**config.mk**
```make
export PLATFORM = sky130hd
export DESIGN_NAME = ramp_word_aligner
export DESIGN_NICKNAME = d
export VERILOG_FILES = /design/src/rtl/ramp_pkg.sv /design/src/rtl/ramp_frame_checker.sv /design/src/rtl/ramp_word_aligner.sv
export SDC_FILE = /design/constraint.sdc
export NUM_CORES = 1
export LEC_CHECK = 0
export CORE_ASPECT_RATIO = 1.25
export CORE_MARGIN = 2
export CORE_UTILIZATION = 61
export CTS_CLUSTER_DIAMETER = 30
export DETAILED_ROUTE_END_ITERATION = 10
export PLACE_DENSITY = 0.93
export SETUP_SLACK_MARGIN = 0.1
export SYNTH_ARGS = -nofsm -noshare
export SYNTH_HDL_FRONTEND = slang
export SYNTH_HIERARCHICAL = 1
export SYNTH_SLANG_ARGS = --single-unit
```
**constraint.sdc**
```tcl
create_clock -name clk -period 3.92 [get_ports clk]
set_input_delay 0.784 -clock clk [delete_from_list [all_inputs] [get_ports clk]]
set_output_delay 0.784 -clock clk [all_outputs]
set_load 0.03 [all_outputs]
```
**src/rtl/ramp_pkg.sv**
```systemverilog
// Shared constants and state encoding for the ramp test-pattern aligner and checker.
package ramp_pkg;

  localparam int unsigned WORD_W    = 10;
  localparam int unsigned N_WORDS   = 8;
  localparam int unsigned FRAME_W   = 80;
  localparam int unsigned N_OFFSETS = 10;
  localparam int unsigned OFF_W     = 4;
  localparam int unsigned CNT_W     = 8;
  localparam int unsigned RELOCK_W  = 16;

  typedef enum logic [2:0] {
    IDLE,
    SETTLE,
    CHECK,
    LOCKED,
    FAIL
  } ramp_state_e;

endpackage

```
**src/rtl/ramp_frame_checker.sv**
```systemverilog
// Registered ramp-pattern check: every word advances by N_WORDS frame to frame,
// and words within a frame count up by one, both modulo 2^WORD_W.
module ramp_frame_checker
  import ramp_pkg::*;
(
  input  logic               clk,
  input  logic               rst,
  input  logic [FRAME_W-1:0] frame,
  output logic               frame_ok
);

  logic [FRAME_W-1:0] frame_prev;
  logic [WORD_W-1:0]  cur_w [N_WORDS];
  logic [WORD_W-1:0]  prv_w [N_WORDS];
  logic [N_WORDS-1:0] ser_ok;
  logic [N_WORDS-2:0] par_ok;
  logic               ok_c;

  for (genvar g = 0; g < N_WORDS; g++) begin : g_serial
    assign cur_w[g]  = frame[g*WORD_W +: WORD_W];
    assign prv_w[g]  = frame_prev[g*WORD_W +: WORD_W];
    assign ser_ok[g] = (cur_w[g] == prv_w[g] + WORD_W'(N_WORDS));
  end

  for (genvar g = 0; g < N_WORDS - 1; g++) begin : g_parallel
    assign par_ok[g] = (cur_w[g+1] == cur_w[g] + WORD_W'(1));
  end

  assign ok_c = (&ser_ok) & (&par_ok);

  always_ff @(posedge clk) begin
    if (rst) begin
      frame_prev <= '0;
      frame_ok   <= 1'b0;
    end else begin
      frame_prev <= frame;
      frame_ok   <= ok_c;
    end
  end

endmodule

```
**src/rtl/ramp_word_aligner.sv**
```systemverilog
// Bit-slip word aligner: searches offsets 0..9 until the ADC ramp decodes cleanly,
// then monitors it and re-searches after LOSS_THRESH consecutive bad frames.
module ramp_word_aligner
  import ramp_pkg::*;
#(
  parameter int unsigned DWELL       = 16,
  parameter int unsigned LOSS_THRESH = 4,
  parameter int unsigned SETTLE_CYC  = 2
) (
  input  logic                clk,
  input  logic                rst,
  input  logic                start,
  input  logic [FRAME_W-1:0]  din,
  output logic [FRAME_W-1:0]  dout,
  output logic [OFF_W-1:0]    offset,
  output logic                locked,
  output logic                failed,
  output logic [RELOCK_W-1:0] relock_cnt
);

  ramp_state_e          state, state_nxt;
  logic [FRAME_W-1:0]   din_prev;
  logic [2*FRAME_W-1:0] cat;
  logic                 frame_ok;

  logic [OFF_W-1:0]     try_cnt, try_nxt, offset_nxt;
  logic [CNT_W-1:0]     settle_cnt, settle_nxt;
  logic [CNT_W-1:0]     good_cnt, good_nxt;
  logic [CNT_W-1:0]     bad_cnt, bad_nxt;
  logic [RELOCK_W-1:0]  relock_nxt;
  logic                 locked_nxt, failed_nxt;

  assign cat = {din, din_prev};

  ramp_frame_checker u_checker (
    .clk      (clk),
    .rst      (rst),
    .frame    (dout),
    .frame_ok (frame_ok)
  );

  always_ff @(posedge clk) begin
    if (rst) state <= IDLE;
    else     state <= state_nxt;
  end

  always_comb begin
    state_nxt = state;
    if (start) begin
      state_nxt = SETTLE;
    end else begin
      unique case (state)
        IDLE:   state_nxt = IDLE;
        SETTLE: if (settle_cnt == CNT_W'(SETTLE_CYC)) state_nxt = CHECK;
        CHECK: begin
          if (frame_ok) begin
            if (good_cnt == CNT_W'(DWELL - 1)) state_nxt = LOCKED;
          end else if (try_cnt == OFF_W'(N_OFFSETS - 1)) begin
            state_nxt = FAIL;
          end else begin
            state_nxt = SETTLE;
          end
        end
        LOCKED: if (!frame_ok && bad_cnt == CNT_W'(LOSS_THRESH - 1)) state_nxt = SETTLE;
        FAIL:   state_nxt = FAIL;
        default: state_nxt = IDLE;
      endcase
    end
  end

  // Counter and flag updates; settle_cnt restarts from zero on every entry to SETTLE.
  always_comb begin
    offset_nxt = offset;
    try_nxt    = try_cnt;
    settle_nxt = '0;
    good_nxt   = good_cnt;
    bad_nxt    = bad_cnt;
    relock_nxt = relock_cnt;
    if (start) begin
      offset_nxt = '0;
      try_nxt    = '0;
      good_nxt   = '0;
      bad_nxt    = '0;
    end else begin
      unique case (state)
        SETTLE: begin
          settle_nxt = settle_cnt + CNT_W'(1);
          good_nxt   = '0;
        end
        CHECK: begin
          if (frame_ok) begin
            good_nxt = good_cnt + CNT_W'(1);
            bad_nxt  = '0;
          end else begin
            try_nxt = try_cnt + OFF_W'(1);
            if (try_cnt != OFF_W'(N_OFFSETS - 1))
              offset_nxt = (offset == OFF_W'(N_OFFSETS - 1)) ? '0 : offset + OFF_W'(1);
          end
        end
        LOCKED: begin
          if (frame_ok) begin
            bad_nxt = '0;
          end else if (bad_cnt == CNT_W'(LOSS_THRESH - 1)) begin
            bad_nxt    = '0;
            offset_nxt = '0;
            try_nxt    = '0;
            if (relock_cnt != '1) relock_nxt = relock_cnt + RELOCK_W'(1);
          end else begin
            bad_nxt = bad_cnt + CNT_W'(1);
          end
        end
        default: ;
      endcase
    end
    locked_nxt = (state_nxt == LOCKED);
    failed_nxt = (state_nxt == FAIL);
  end

  always_ff @(posedge clk) begin
    if (rst) begin
      din_prev   <= '0;
      dout       <= '0;
      offset     <= '0;
      try_cnt    <= '0;
      settle_cnt <= '0;
      good_cnt   <= '0;
      bad_cnt    <= '0;
      relock_cnt <= '0;
      locked     <= 1'b0;
      failed     <= 1'b0;
    end else begin
      din_prev   <= din;
      dout       <= FRAME_W'(cat >> offset);
      offset     <= offset_nxt;
      try_cnt    <= try_nxt;
      settle_cnt <= settle_nxt;
      good_cnt   <= good_nxt;
      bad_cnt    <= bad_nxt;
      relock_cnt <= relock_nxt;
      locked     <= locked_nxt;
      failed     <= failed_nxt;
    end
  end

endmodule

```
=== Yosys cells after proc, flatten, opt, wreduce, memory -nomap -nowiden ===
Index checks and enable logic that the tools add are counted.

* Word-level logic and storage cells: 106
* Bits of input ports: 83
* Register bits after elaboration: 294
* Output and inout port bits: 102

* Equality and inequality tests: 33
* Multiplexer cells: 21
* Shift operators: 1
* Bitwise operators: 4
* Reduce and logical (&&, ||, !) cells: 13
* Add/subtract/negate cells: 21

{| class="wikitable"
|+ Operators by type and width
! kind !! count
|-
| >> shifter 160 x 4 -> 80 bit || 1
|-
| == test 10 bit || 15
|-
| adder 10 x 4 -> 10 bit, second input constant || 8
|-
| adder 10 x 1 -> 10 bit, second input constant || 7
|-
| 2-to-1 mux 8 bit || 4
|-
| case mux 8 bit (2 select lines) || 2
|-
| adder 8 x 1 -> 8 bit, second input constant || 3
|-
| 2-to-1 mux 4 bit || 6
|-
| 2-to-1 mux 3 bit || 6
|-
| adder 16 x 1 -> 16 bit, second input constant || 1
|-
| == test 8 x 2 -> 1 bit, second input constant || 2
|-
| inequality test 16 bit, second input constant || 1
|-
| case mux 4 bit (2 select lines) || 2
|-
| case mux 3 bit (4 select lines) || 1
|-
| AND reduction 5 bit || 2
|-
| == test 3 x 2 -> 1 bit, second input constant || 3
|-
| adder 4 x 1 -> 4 bit, second input constant || 2
|-
| == test 4 bit, second input constant || 2
|-
| == test 8 x 4 -> 1 bit, second input constant || 1
|-
| inequality test 2 bit, second input constant || 4
|-
| AND reduction 8 bit || 1
|-
| AND reduction 7 bit || 1
|-
| == test 3 bit, second input constant || 2
|-
| inequality test 4 bit, second input constant || 1
|-
| 11 further kinds || 15
|}

=== Longest topological paths before layout ===
* Depth in word-level cells: 6
* Gate-level depth with buffers: 9
* Mapped depth without buffers: 8

=== Hierarchy ===
The synthesis kept the hierarchy.

{| class="wikitable"
|+ By module, submodules not included
! module !! area each (um2) !! cells each !! sequential area each (um2) !! instances
|-
| ramp_word_aligner || 9804.4 || 1014 || 4264.1 || 1
|-
| ramp_frame_checker || 5735.5 || 695 || 1621.6 || 1
|}

=== Worst setup path after synthesis ===
Ideal clock, no wire load.

* Path type: register to register
* Start: register offset[1]
* End: register offset[1]
* Data required time: 3850 ps
* Path slack: 1151 ps
* Setup time: 70 ps
* Stages on the path, launching flop included: 8
* Arrival: 2699 ps
* Buffers on the path: 3
* Clock period less this slack: 2769 ps
* Path through: dfxtp_1 > clkbuf_1 > clkbuf_1 > clkbuf_1 > inv_1 > ha_1 > or4b_2 > a21oi_1

* Cells in the longest elaborated chain, start to end: 5
* Elaborated cells between the ends (all ways): 6
* Classes of those cells: add/sub (1); eq/ne (1); mux (4)

{| class="wikitable"
|+ Ends and longest elaborated chain
! element !! line !! text
|-
| start: declaration || ramp_word_aligner.sv:15 || <nowiki>output logic [OFF_W-1:0] offset,</nowiki>
|-
| start signal: assignment || ramp_word_aligner.sv:134 || <nowiki>offset <= offset_nxt;</nowiki>
|-
| adder 4 x 1 -> 4 bit or == test 4 bit (tied branches) || ramp_word_aligner.sv:97 || <nowiki>offset_nxt = (offset == OFF_W'(N_OFFSETS - 1)) ? '0 : offset + OFF_W'(1);</nowiki>
|-
| 2-to-1 mux 4 bit (*) || ramp_word_aligner.sv:97 ||
|-
| 2-to-1 mux 4 bit (*) || ramp_word_aligner.sv:96 || <nowiki>if (try_cnt != OFF_W'(N_OFFSETS - 1))</nowiki>
|-
| 2-to-1 mux 4 bit (*) || ramp_word_aligner.sv:91 || <nowiki>if (frame_ok) begin</nowiki>
|-
| case mux 4 bit (2 select lines) (*) || ramp_word_aligner.sv:85 || <nowiki>unique case (state)</nowiki>
|}

Mark *: on every way between the ends. The rest lies on a longest branch, timed or not. The select of a mux whose other input is x is not followed.
A chain may end at the register's enable or synchronous reset.

=== Final worst setup path ===
* Start: register offset[1]
* End: output port offset[1]

No word-level cell between the ends.

==> flow_summary.yaml <==
yosys:
  synth_edf_count: 0
  yosysSeqAreaShare_pct: 37.9
  yosysWarnings: 6
  ys_types: 72
  syn_area_per_cell_sq_um: 9.09
  syn_area_sq_um: 15500
  synth_top_area_cell: "dfxtp_1"
  synth_area_leaders: "dfxtp_1, xnor2_1, nor2b_1, o22ai_1, xor2_1"
  synth.top_cell.area_share_pct: 37.9
  async_flop_share_pct: 0
  syn_nets: 1816
  synthCells: 1709
  synth-main-ff-cell: "dfxtp_1"
  ys_ff_latch: 294
placed_design:
  hpwl_um: 38200
  gp_congestion: 1.11
  placed_area_sq_um: 17400
  numPortBuffers: 184
  place_inst: 2114
timing:
  slew_viol_final: 0
  setup_viol: 0
  fmax_ghz: 0.341
  final-hold-violation-count: 0
  fin_crit_ns: 2.94
  timing.final.crit_share_pct: 74.9
  maxSlewHeadroom_pct: 45.4
  tns_ns: 0
  rsz0062_at_grt: "false"
  tightest_slew_ns: 0.812
  fin_worst_skew_ns: 0.0197
clock_tree:
  cts_buffers: 48
  clk_path_buf_depth: 3
  clock-sinks: 294
  cts_hold_buf: 0
  cts_root_buf: "clkbuf_16"
  clk_latency_ns: 0.58
  tritoncts: "yes"
  htree_levels: 2
  cts_resized: 0
  clk_pin_slew_ns: 0.05
  cts_setup_buffers: 0
critical_path:
  regToRegSetupSlack_ns: 1.07
  crit_type: "reg2out"
  cpLargestDelayFamily: "buffers and inverters"
  crit_path_max_incr_delay_ns: 0.83
  r2r-start: "dout[30]$_SDFF_PP0_"
  startpoint_type: "flop"
  worstPathMaxFanout: 43
  rr_endpoint: "u_checker/frame_ok$_SDFF_PP0_"
  worst-endpoint-required_ns: 3.14
  end_kind: "primary output"
  cp_cell_sequence: "clkdlybuf4s50_1"
  crit_buf_inv: 1
  worstPathArrival_ns: 2.15
  cp_slowest_cell: "clkdlybuf4s50_1"
  reg2reg_depth: 8
cells_and_area:
  final_common_cell: "dfxtp_1"
  n_fill_cell: 1600
  finish.utilization_pct: 76.7
  antenna_cells: 0
  drive_gt1_share_pct: 10.1
  final_cells: 2201
  nets: 1936
  design_area_sq_um: 19300
  syn2layout_area_growth_pct: 24.0
  layout_common_cells: "dfxtp_1, clkdlybuf4s50_1, nor2b_1"
power:
  peakVddDrop_uv: 495
  power_density_nw_per_um2: 451
  power.leakage_nw: 7.05
  power_mw: 8.70
route:
  vias_per_cell: 6.73
  ant_nets: 0
  drt_first_pass_iters: 7
  wl_per_cell_um: 25.0
  num_vias: 14817
  drt_iter0_drc: 2167
  drcViolationCount: 0
  drt-total-wl_um: 54900
global_routing:
  grtUsageTotal_pct: 39.8
  grt_pass1_vias: 14460
  antenna_found_initial: 0
  grt_overflow: 0
  grt_max_degree: 71
  grt_pass1_wl_um: 83300
status:
  status: "completed"
min_path:
  holdCritStartpoint: "bad_cnt[1]$_SDFFE_PP0P_"
  min_path_type: "reg2reg"
  worstHoldEndpoint: "bad_cnt[1]$_SDFFE_PP0P_"
  hold_depth: 2
floorplan:
  die_area_sq_um: 26800
  rows: 65
  io_pins: 185
  die_w_um: 147
  die_h_um: 182
  initial_core_util_pct: 61.8
  core_area_sq_um: 25100
flow_run:
  maxCapViolations: 0
[area by class of cell]
| class | instances | area, sq um | share of cell area [%] |
|---|---|---|---|
| Clock inverter | 32 | 541 | 2.80 |
| Timing Repair Buffer | 200 | 1970 | 10.2 |
| Tap cell | 335 | 419 | 2.17 |
| Sequential cell | 294 | 5890 | 30.6 |
| Clock buffer | 55 | 1300 | 6.74 |
| Multi-Input combinational cell | 1255 | 9040 | 46.9 |
| Inverter | 30 | 113 | 0.584 |
[state kept, by name, summed over array words and instances (netlist names), 3 cells and up]
| signal | flops |
|---|---|
| din_prev | 80 |
| dout | 80 |
| u_checker/frame_prev | 80 |
| relock_cnt | 16 |
| bad_cnt | 8 |
| good_cnt | 8 |
| settle_cnt | 8 |
| offset | 4 |
| try_cnt | 4 |
| state | 3 |
[worst max-delay path by stage]
stage / startpoint / end / slack [ns] / cells past startpoint
2_1_floorplan: offset[1]$_SDFFE_PP0P_ / offset[1]$_SDFFE_PP0P_ / 1.15 / 7
3_3_place_gp: dout[30]$_SDFF_PP0_ / u_checker/frame_ok$_SDFF_PP0_ / 1.19 / 8
3_5_place_dp: start / relock_cnt[14]$_SDFFE_PP0P_ / 1.16 / 5
4_1_cts: offset[1]$_SDFFE_PP0P_ / offset[1] / 1.00 / 1
5_1_grt: dout[30]$_SDFF_PP0_ / u_checker/frame_ok$_SDFF_PP0_ / 0.90 / 8
6_report: offset[1]$_SDFFE_PP0P_ / offset[1] / 0.98 / 1
[routing by layer]
metal | share of wire [%] | up-vias | GRT usage, %
met5 | 0 | - | 0
met4 | 7.9 | 0 | 26.6
met3 | 9.7 | 279 | 7.40
met2 | 47 | 1194 | 67.5
met1 | 36 | 6915 | 45.6
li1 | - | 6429 | -
[power by group]
group | internal, mW | switching, mW | total, mW
clock network | 2.89 | 1.75 | 4.64
registers | 3.09 | 0.154 | 3.25
logic | 0.364 | 0.452 | 0.816
[synthesized netlist by cell type, types with 3 or more instances]
library cell,count
a2111oi_0,4
a211o_1,3
a211oi_1,6
a21o_1,3
a21oi_1,36
a221o_1,37
a221oi_1,4
a22o_1,3
a22oi_1,22
a31oi_1,4
and2_1,6
and3_1,20
and4_1,7
buf_1,12
buf_2,8
clkbuf_1,107
dfxtp_1,294
ha_1,24
inv_1,28
mux2_2,45
mux2i_1,64
mux4_2,11
nand2_1,65
nand2b_1,11
nand3_1,69
nand3b_1,6
nand4_1,39
nor2_1,117
nor2b_1,149
nor3_1,30
nor4_1,23
o2111ai_1,5
o211ai_1,10
o21a_1,10
o21ai_0,16
o221ai_1,24
o22a_1,3
o22ai_1,116
o31ai_1,3
o32ai_1,4
or2_2,6
xnor2_1,143
xor2_1,75
[kinds of logic (layout without fill, tap and decap cells)]
family	count (synthesis)	in the layout	share of synthesized area (%)
buf+inv	160	317	4.07
compound gates	325	325	15.1
xor+xnor	218	218	12.3
flops	294	294	37.9
mux	120	120	8.98
simple gates	568	568	19.8
fa+ha+maj	24	24	1.93
[per-stage QoR]
| stage | hold WS, ns | setup slack (ns) |
|---|---|---|
| 2_1_floorplan | 0.449 | 1.15 |
| 3_3_place_gp | 0.473 | 1.19 |
| 3_5_place_dp | 0.484 | 1.16 |
| 4_1_cts | 0.497 | 1.00 |
| 5_1_grt | 0.528 | 0.901 |
| 6_report | 0.497 | 0.984 |
[worst register-to-register path: stages, from the launching register on]
cell      delay, ns
dfxtp_1        0.58
ha_1           0.31
inv_1          0.08
o22ai_1        0.12
nor4_1         0.48
nand4_1        0.14
or4_1          0.55
nor4_1         0.31
and4bb_1       0.23
Note: power is estimated with default switching activity, not from simulation.
